### src/rtl/stack_pkg.sv
// -----------------------------------------------------------------------------
// stack_pkg
// Shared types and helpers for the two-requester LIFO arbiter (stack_arb) and
// its storage array (stack_mem).
//   stack_op_e : per-requester opcode encoding (push / pop)
//   NREQ       : number of requesters served by the arbiter
//   cnt_width  : bit width needed to hold an occupancy of 0..depth
// -----------------------------------------------------------------------------
package stack_pkg;

    typedef enum logic {
        OP_PUSH = 1'b0,
        OP_POP  = 1'b1
    } stack_op_e;

    localparam int NREQ = 2;

    // Occupancy runs 0..depth inclusive, so one more code than entries.
    function automatic int cnt_width(input int depth);
        return $clog2(depth + 1);
    endfunction

endpackage

### src/rtl/stack_mem.sv
// -----------------------------------------------------------------------------
// stack_mem
// Storage array for the shared LIFO. Contents are deliberately not reset; the
// controller never returns an entry at or above the current occupancy.
// Ports:
//   clk    in   clock, rising edge
//   we     in   write enable
//   waddr  in   write index
//   wdat   in   write data
//   raddr  in   read index
//   rdat   out  read data, combinational from raddr
// -----------------------------------------------------------------------------
module stack_mem #(
    parameter int WIDTH = 4,
    parameter int DEPTH = 16
) (
    input  logic                     clk,
    input  logic                     we,
    input  logic [$clog2(DEPTH)-1:0] waddr,
    input  logic [WIDTH-1:0]         wdat,
    input  logic [$clog2(DEPTH)-1:0] raddr,
    output logic [WIDTH-1:0]         rdat
);

    logic [WIDTH-1:0] mem_r [DEPTH];

    // Synchronous write port; no reset on the array.
    always_ff @(posedge clk) begin
        if (we) begin
            mem_r[waddr] <= wdat;
        end
    end

    assign rdat = mem_r[raddr];

endmodule

### src/rtl/stack_arb.sv
// -----------------------------------------------------------------------------
// stack_arb
// Round-robin arbiter and controller for a LIFO shared by two requesters.
// One push or pop is accepted per cycle; overflow and underflow are rejected
// with an error response. Responses appear the cycle after the accept.
// Ports:
//   clk        in   clock, rising edge
//   rst        in   asynchronous, active-high reset
//   req_valid  in   [NREQ]        request present per requester
//   req_op     in   [NREQ]        opcode per requester (0 push, 1 pop)
//   req_dat    in   [NREQ][WIDTH] push data per requester
//   req_ready  out  [NREQ]        grant (one-hot or zero)
//   rsp_valid  out  [NREQ]        one-cycle response pulse per requester
//   rsp_dat    out  [WIDTH]       popped data, zero for pushes and errors
//   rsp_err    out                overflow / underflow indication
//   count      out                current occupancy 0..DEPTH
//   full       out                count == DEPTH
//   empty      out                count == 0
// -----------------------------------------------------------------------------
module stack_arb
    import stack_pkg::*;
#(
    parameter int WIDTH = 4,
    parameter int DEPTH = 16
) (
    input  logic                              clk,
    input  logic                              rst,
    input  logic [NREQ-1:0]                   req_valid,
    input  logic [NREQ-1:0]                   req_op,
    input  logic [NREQ-1:0][WIDTH-1:0]        req_dat,
    output logic [NREQ-1:0]                   req_ready,
    output logic [NREQ-1:0]                   rsp_valid,
    output logic [WIDTH-1:0]                  rsp_dat,
    output logic                              rsp_err,
    output logic [$clog2(DEPTH+1)-1:0]        count,
    output logic                              full,
    output logic                              empty
);

    localparam int CW = cnt_width(DEPTH);
    localparam int AW = $clog2(DEPTH);

    // Arbitration / decode
    logic [NREQ-1:0]  gnt_s;
    logic             acc_s;
    logic             acc_idx_s;
    stack_op_e        acc_op_s;
    logic [WIDTH-1:0] acc_dat_s;
    logic             push_ok_s;
    logic             pop_ok_s;
    logic             err_s;
    logic             full_s;
    logic             empty_s;

    // State
    logic [CW-1:0]    count_r;
    logic [CW-1:0]    count_nxt_s;
    logic             pri_r;
    logic             pri_nxt_s;

    // Response registers
    logic [NREQ-1:0]  rsp_valid_r;
    logic [WIDTH-1:0] rsp_dat_r;
    logic             rsp_err_r;

    // Storage interface
    logic [AW-1:0]    waddr_s;
    logic [AW-1:0]    raddr_s;
    logic [WIDTH-1:0] rdat_s;

    assign full_s  = (count_r == CW'(DEPTH));
    assign empty_s = (count_r == {CW{1'b0}});

    // Write lands at index count; the top of stack sits at count-1. The
    // subtraction is done at address width so a full stack wraps to DEPTH-1
    // correctly when DEPTH is a power of two.
    assign waddr_s = count_r[AW-1:0];
    assign raddr_s = count_r[AW-1:0] - {{(AW-1){1'b0}}, 1'b1};

    // Round-robin grant: a lone requester always wins, ties go to pri_r.
    always_comb begin
        gnt_s = {NREQ{1'b0}};
        if (rst) begin
            gnt_s = {NREQ{1'b0}};
        end else begin
            case (req_valid)
                2'b01:   gnt_s = 2'b01;
                2'b10:   gnt_s = 2'b10;
                2'b11:   gnt_s = pri_r ? 2'b10 : 2'b01;
                default: gnt_s = 2'b00;
            endcase
        end
    end

    // Decode the accepted transaction into push / pop / error.
    always_comb begin
        acc_s     = |gnt_s;
        acc_idx_s = gnt_s[1];
        acc_op_s  = stack_op_e'(req_op[acc_idx_s]);
        acc_dat_s = req_dat[acc_idx_s];
        push_ok_s = 1'b0;
        pop_ok_s  = 1'b0;
        err_s     = 1'b0;
        if (acc_s) begin
            case (acc_op_s)
                OP_PUSH: begin
                    if (full_s) begin
                        err_s = 1'b1;
                    end else begin
                        push_ok_s = 1'b1;
                    end
                end
                OP_POP: begin
                    if (empty_s) begin
                        err_s = 1'b1;
                    end else begin
                        pop_ok_s = 1'b1;
                    end
                end
                default: err_s = 1'b1;
            endcase
        end else begin
            push_ok_s = 1'b0;
            pop_ok_s  = 1'b0;
            err_s     = 1'b0;
        end
    end

    // Next occupancy and priority; priority rotates away from the winner
    // on every accept, including rejected (error) transactions.
    always_comb begin
        count_nxt_s = count_r;
        pri_nxt_s   = pri_r;
        if (push_ok_s) begin
            count_nxt_s = count_r + {{(CW-1){1'b0}}, 1'b1};
        end else if (pop_ok_s) begin
            count_nxt_s = count_r - {{(CW-1){1'b0}}, 1'b1};
        end else begin
            count_nxt_s = count_r;
        end
        if (acc_s) begin
            pri_nxt_s = ~acc_idx_s;
        end else begin
            pri_nxt_s = pri_r;
        end
    end

    // State and response registers; reset drops any pending response.
    always_ff @(posedge clk or posedge rst) begin
        if (rst) begin
            count_r     <= {CW{1'b0}};
            pri_r       <= 1'b0;
            rsp_valid_r <= {NREQ{1'b0}};
            rsp_dat_r   <= {WIDTH{1'b0}};
            rsp_err_r   <= 1'b0;
        end else begin
            count_r     <= count_nxt_s;
            pri_r       <= pri_nxt_s;
            rsp_valid_r <= gnt_s;
            rsp_dat_r   <= pop_ok_s ? rdat_s : {WIDTH{1'b0}};
            rsp_err_r   <= err_s;
        end
    end

    stack_mem #(
        .WIDTH (WIDTH),
        .DEPTH (DEPTH)
    ) u_mem (
        .clk   (clk),
        .we    (push_ok_s),
        .waddr (waddr_s),
        .wdat  (acc_dat_s),
        .raddr (raddr_s),
        .rdat  (rdat_s)
    );

    assign req_ready = gnt_s;
    assign rsp_valid = rsp_valid_r;
    assign rsp_dat   = rsp_dat_r;
    assign rsp_err   = rsp_err_r;
    assign count     = count_r;
    assign full      = full_s;
    assign empty     = empty_s;

endmodule

### config.mk
export PLATFORM = sky130hd
export DESIGN_NAME = stack_arb
export DESIGN_NICKNAME = d
export VERILOG_FILES = /design/src/rtl/stack_pkg.sv /design/src/rtl/stack_mem.sv /design/src/rtl/stack_arb.sv
export SDC_FILE = /design/constraint.sdc
export NUM_CORES = 1
export LEC_CHECK = 0
export CAP_MARGIN = 20
export CORE_ASPECT_RATIO = 0.6
export CORE_UTILIZATION = 25
export CTS_BUF_LIST = sky130_fd_sc_hd__clkbuf_8
export CTS_CLUSTER_DIAMETER = 100
export CTS_CLUSTER_SIZE = 14
export DETAILED_ROUTE_END_ITERATION = 7
export DONT_BUFFER_PORTS = 1
export PLACE_DENSITY_LB_ADDON = 0.25
export SYNTH_ARGS = -nofsm -noshare
export SYNTH_HDL_FRONTEND = slang
export SYNTH_HIERARCHICAL = 1
export SYNTH_SLANG_ARGS = --single-unit
### constraint.sdc
create_clock -name clk -period 4.87 [get_ports clk]
set_input_delay 0.974 -clock clk [delete_from_list [all_inputs] [get_ports clk]]
set_output_delay 0.974 -clock clk [all_outputs]
set_load 0.02 [all_outputs]
Yosys cells after proc, flatten, opt, wreduce, memory -nomap -nowiden
Memory sizes are Yosys's and may differ from the RTL's.
Index checks and enable logic that the tools add are counted.
{"block": "word_totals", "word_cells": 41, "memories": 1, "out_inout_bits": 16, "ram_bits": 64, "regBits": 13}
{"block": "op_classes", "n_lt_le_gt_ge": 1, "bitwise": 2, "n_mux": 22, "addsub": 3, "reduce_logical": 3, "eq_ne": 4}
{"name": "u_mem.mem_r", "depth": 16, "width": 4, "rd": 1, "rd_ports_with_merged_regs": 0, "wr": 1, "line_no": "stack_mem.sv:25", "text": "logic [WIDTH-1:0] mem_r [DEPTH];"}
{"op": "1-bit two-way mux", "count": 13}
{"op": "4-bit two-way mux", "count": 3}
{"op": "5-bit two-way mux", "count": 2}
{"op": "2-bit case mux with 3 select lines", "count": 1}
{"op": "5-bit by 1-bit adder with 5-bit output, second input constant", "count": 1}
{"op": "5-bit == test, second input constant", "count": 1}
{"op": "5-bit logical NOT", "count": 1}
{"op": "5-bit by 1-bit subtractor with 5-bit output, second input constant", "count": 1}
{"op": "2-bit == test, second input constant", "count": 2}
{"op": "2-bit two-way mux", "count": 2}
{"op": "4-bit by 1-bit subtractor with 4-bit output, second input constant", "count": 1}
{"op": "2-bit by 1-bit == test with 1-bit output, second input constant", "count": 1}
{"op": "1-bit by 2-bit < comparator with 1-bit output, second input constant", "count": 1}
{"op": "1-bit NOT", "count": 2}
{"op": "1-bit case mux with 2 select lines", "count": 1}
{"op": "2-bit nonzero test", "count": 1}
{"op": "2-bit OR reduction", "count": 1}

Logic depth before layout (Yosys ltp)
{"block": "depth", "ltp_word": 9, "ltp_mapped": 12}

Cells and area by module
Netlist, hierarchy kept.
{"mod": "stack_mem", "cells_each": 126, "instances": 1, "area_each_um2": 2586.2, "seq_area_each_um2": 1921.8}
{"mod": "stack_arb", "cells_each": 89, "instances": 1, "area_each_um2": 813.3, "seq_area_each_um2": 325.3}

Least setup slack after synthesis
No wires, ideal clock.
{"block": "synth_timing", "path_type": "input-to-reg", "startpoint": "in rst", "endpoint": "mem u_mem.mem_r[0][0] (enable)", "arrival_ns": 2.740, "path_slack_ns": 1.768, "path_stages": 7, "required_time_ns": 4.509, "path_cell_list": "inv_1 > o21ai_1 > nor2_1 > nand2_1 > inv_1 > or3b_2 > nor3_1"}
{"block": "synth_via", "elab_chain_cells": 7, "elab_cells_between_ends": 8, "classes_between": "7 x mux; 1 x reduce/logical"}
{"item": "start, declared", "line_no": "stack_arb.sv:27", "text": "input logic rst,"}
{"item": "2-bit two-way mux (*)", "line_no": "stack_arb.sv:83", "text": "if (rst) begin"}
{"item": "1-bit two-way mux (not written as such) (2 in a row)", "line_no": "stack_arb.sv:99", "text": "acc_op_s = stack_op_e'(req_op[acc_idx_s]);"}
{"item": "1-bit two-way mux", "line_no": "stack_arb.sv:105", "text": "case (acc_op_s)"}
{"item": "1-bit two-way mux (*)", "line_no": "stack_arb.sv:104", "text": "if (acc_s) begin"}
{"item": "via push_ok_s", "line_no": "stack_arb.sv:49", "text": "logic push_ok_s;"}
{"item": "1-bit two-way mux (*)", "line_no": "stack_mem.sv:29", "text": "if (we) begin"}
{"item": "1-bit two-way mux (not written as such) (*)", "line_no": "stack_mem.sv:30", "text": "mem_r[waddr] <= wdat;"}
{"item": "end, declared", "line_no": "stack_mem.sv:25"}
The timed path passes the listed nets; every way through them passes the cells marked *. The select of a mux whose other input is x is not followed.

Worst setup path after layout
{"block": "layout_timing", "startpoint": "reg count_r[0] (netlist: count[0])", "endpoint": "mem u_mem.mem_r[0][2] (enable)"}
{"block": "layout_via", "elab_chain_cells": 6}
{"item": "start, declared", "line_no": "stack_arb.sv:56", "text": "logic [CW-1:0] count_r;"}
{"item": "start signal, assigned", "line_no": "stack_arb.sv:151", "text": "count_r <= {CW{1'b0}};"}
{"item": "start signal, assigned", "line_no": "stack_arb.sv:157", "text": "count_r <= count_nxt_s;"}
{"item": "5-bit == test", "line_no": "stack_arb.sv:71", "text": "assign full_s = (count_r == CW'(DEPTH));"}
{"item": "via full", "line_no": "stack_arb.sv:36", "text": "output logic full,"}
{"item": "1-bit two-way mux", "line_no": "stack_arb.sv:107", "text": "if (full_s) begin"}
{"item": "1-bit two-way mux", "line_no": "stack_arb.sv:105"}
{"item": "1-bit two-way mux", "line_no": "stack_arb.sv:104"}
{"item": "via push_ok_s", "line_no": "stack_arb.sv:49"}
{"item": "1-bit two-way mux", "line_no": "stack_mem.sv:29"}
{"item": "1-bit two-way mux (not written as such)", "line_no": "stack_mem.sv:30"}
The timed path passes the listed nets, and every way through them passes these cells.

==> impl_results.md <==
- Post-CTS Setup Bufs: 0
- Post-route DRC: 0
- Clock slew seen by the registers of the worst setup and hold paths: 0.09 ns
- Fin Setup TNS: 0 ns
- Final Util: 0.290
- Port bufs: 0
- Tot GR Track Use: 0.112
- Via density: 4.55
- Final Slew Violations: 0
- Commonest non-fill, non-tap cells in the layout: edfxtp_1, nand2_1, nor2_1
- Layout cells sized above 1: 0.106
- Kind of critical path: flip-flop to flip-flop
- Commonest non-fill, non-tap cell in the layout: edfxtp_1
- Post-Synthesis Cells: 215
- I/O pins: 30
- Number of CTS-inserted buffers: 9
- Period utilisation layout: 0.731
- DP Worst Slack: 1.32 ns
- Final GP Congestion: 0.755
- Worst setup SP type: flip-flop
- Hold crit path type: flip-flop to flip-flop
- Max Fanout on Critical Path: 18
- Sequential area share after synthesis: 0.661
- Initial Util: 0.260
- Initial antenna violation count: 0
- RR Endpoint: u_mem/mem_r[0][2]
- Fin Hold WS: 0.523 ns
- DRT Pass-1 Iters: 4
- RSZ-0062 raised after global routing: no
- Pin count of the biggest net entering global routing: 19
- PwrDens: 579 nW/um^2
- Final Hold Vio Count: 0
- Setup crit end kind: flip-flop
- Max Clock Skew: 0.0115 ns
- WL/cell: 18.0 um
- Max_cap viols: 0
- CTS tree: yes
- Vias in the first global route: 1810
- Synth Area per Inst: 15.8 um^2
- Total number of vias: 1808
- Die X: 153 um
- H-tree depth: 3
- Worst setup path startpoint: count[0]
- Non-Filler Instances: 397
- Worst reg2reg setup slack: 1.31 ns
- Clk_lat worst skew: 0.36 ns
- TritonCTS Sinks: 77
- Top-area cell type share of the netlist area: 0.565
- Path depth of the worst reg2reg path: 10
- Final WL: 7140 um
- Starting DRT DRC Count: 186
- Resized Gates After CTS: 0
- Inst Count DP: 381
- Dpl hpwl: 5120 um
- Area Overhead vs Synth: 11.3%
- Synth Cell Area: 3400 um^2
- Filler cell count: 1310
- Post-synth top area cell: edfxtp_1
- Final worst path period need: 3.56 ns
- Reg2reg start: count[0]
- Std cell rows: 32
- Global-route wire length before repair: 11100 um
- YS warnings: 6
- Congestion Overflow GR: 0
- Max Root-Sink Buffers: 2
- Headroom to the max-slew limit: 0.421
- Finished Cell Area: 3780 um^2
- Max Freq: 281 MHz
- Ant. Diodes: 0
- Nets: 242
- Die area: 14100 um^2
- Netlist cell types: 37
- Number of synthesized register bits: 77
- Cts hold-fix bufs: 0
- Slew @ Worst Pin: 0.861 ns
- Post-route ant nets: 0
- Crit path to: u_mem/mem_r[0][2]
- Arr. time, crit path: 3.56 ns
- Status: complete, no violations
- Post-DP Area: 3570 um^2
- Final setup margin: 1.31 ns
- CP required: 4.87 ns
- Peak supply drop: 160 uV
- Overall power: 2.19 mW
- Die Height: 92.3 um
- # setup viols final: 0
- Leak: 1.33 nW
- Top cells by area, synth: edfxtp_1, mux4_1, dfrtp_1, nand2_1, nor2_1
- Root Driver: clkbuf_8
- Syn nets: 235
- Core area: 13100 um^2
-- worst max-delay path, stage by stage, from the launching register on --
cell and delay, ns:
dfrtp_1 0.76, inv_1 0.08, buf_4 0.26, ha_1 0.25, nor3b_1 0.15, and2_1 0.29
nor2_1 0.12, nand2_1 0.15, inv_1 0.17, or3b_2 0.51, nor3_1 0.45
-- final cells by class --
cell class                 count  area (um^2)  share of cell area
multi-input combinational    127         1080               0.285
clock buffer                   9          124              0.0327
sequential                    77         2250               0.594
clock inverter                 7         91.3              0.0241
tap                          170          213              0.0562
inverter                       6         22.5             0.00595
timing repair buffer           1         7.51             0.00198
-- synth_stat cells --
cell type / instances
nand3b_1: 2
nor3_2: 1
xor2_1: 3
inv_1: 6
clkbuf_1: 1
or3b_2: 1
a21o_1: 2
or3b_4: 1
mux4_1: 14
nand2_1: 23
nor2b_1: 3
and2_1: 6
buf_6: 2
o22a_1: 1
mux4_2: 2
or2_2: 1
o21ai_0: 3
dfrtp_1: 13
a211o_1: 1
nand3_2: 1
nor3_1: 5
fa_1: 1
a21oi_1: 4
a32o_1: 1
nand3_1: 11
nor2_1: 20
edfxtp_1: 64
mux2_4: 1
ha_1: 5
buf_2: 1
mux2i_1: 2
nand2b_1: 4
o21ai_1: 1
buf_12: 1
xnor2_1: 2
a22oi_1: 4
nor3b_1: 1
-- cell families (layout without fill, tap and decap cells) --
kind of cell,Yosys count,count (layout),synth area share
flops,77,77,0.661
simple gates,80,80,0.115
fa+ha+maj,6,6,0.0243
mux,19,19,0.132
xor+xnor,5,5,0.0129
buf+inv,11,23,0.0217
compound gates,17,17,0.0331
-- power by group --
part           switching (mW)  leakage [nW]  internal, mW
sequential              0.127         0.744         0.777
combinational           0.437         0.482         0.323
clock                   0.242         0.103         0.285
total                   0.806          1.33          1.39
-- worst min-delay path by stage --
stage          startpoint        to  slack (ns)  cells after the start
2_1_floorplan       pri_r     pri_r        0.48                      1
3_3_place_gp        pri_r     pri_r        0.51                      1
3_5_place_dp        pri_r     pri_r        0.51                      1
4_1_cts             pri_r     pri_r        0.53                      1
5_1_grt               rst  count[4]        0.56                      1
6_report            pri_r     pri_r        0.52                      1
-- registers in the layout, indices dropped and copies added (netlist names) --
register,count
u_mem/mem_r,64
count,5
rsp_dat,4
rsp_valid,2
pri_r,1
rsp_err,1
-- per-layer routing --
metal	vias up	global-route usage	wire [um]
met4	0	0.0429	111
met3	13	0.0398	392
li1	836	-	-
met1	918	0.176	4020
met5	-	0	0
met2	41	0.133	2620
Note: power is estimated with default switching activity, not from simulation.
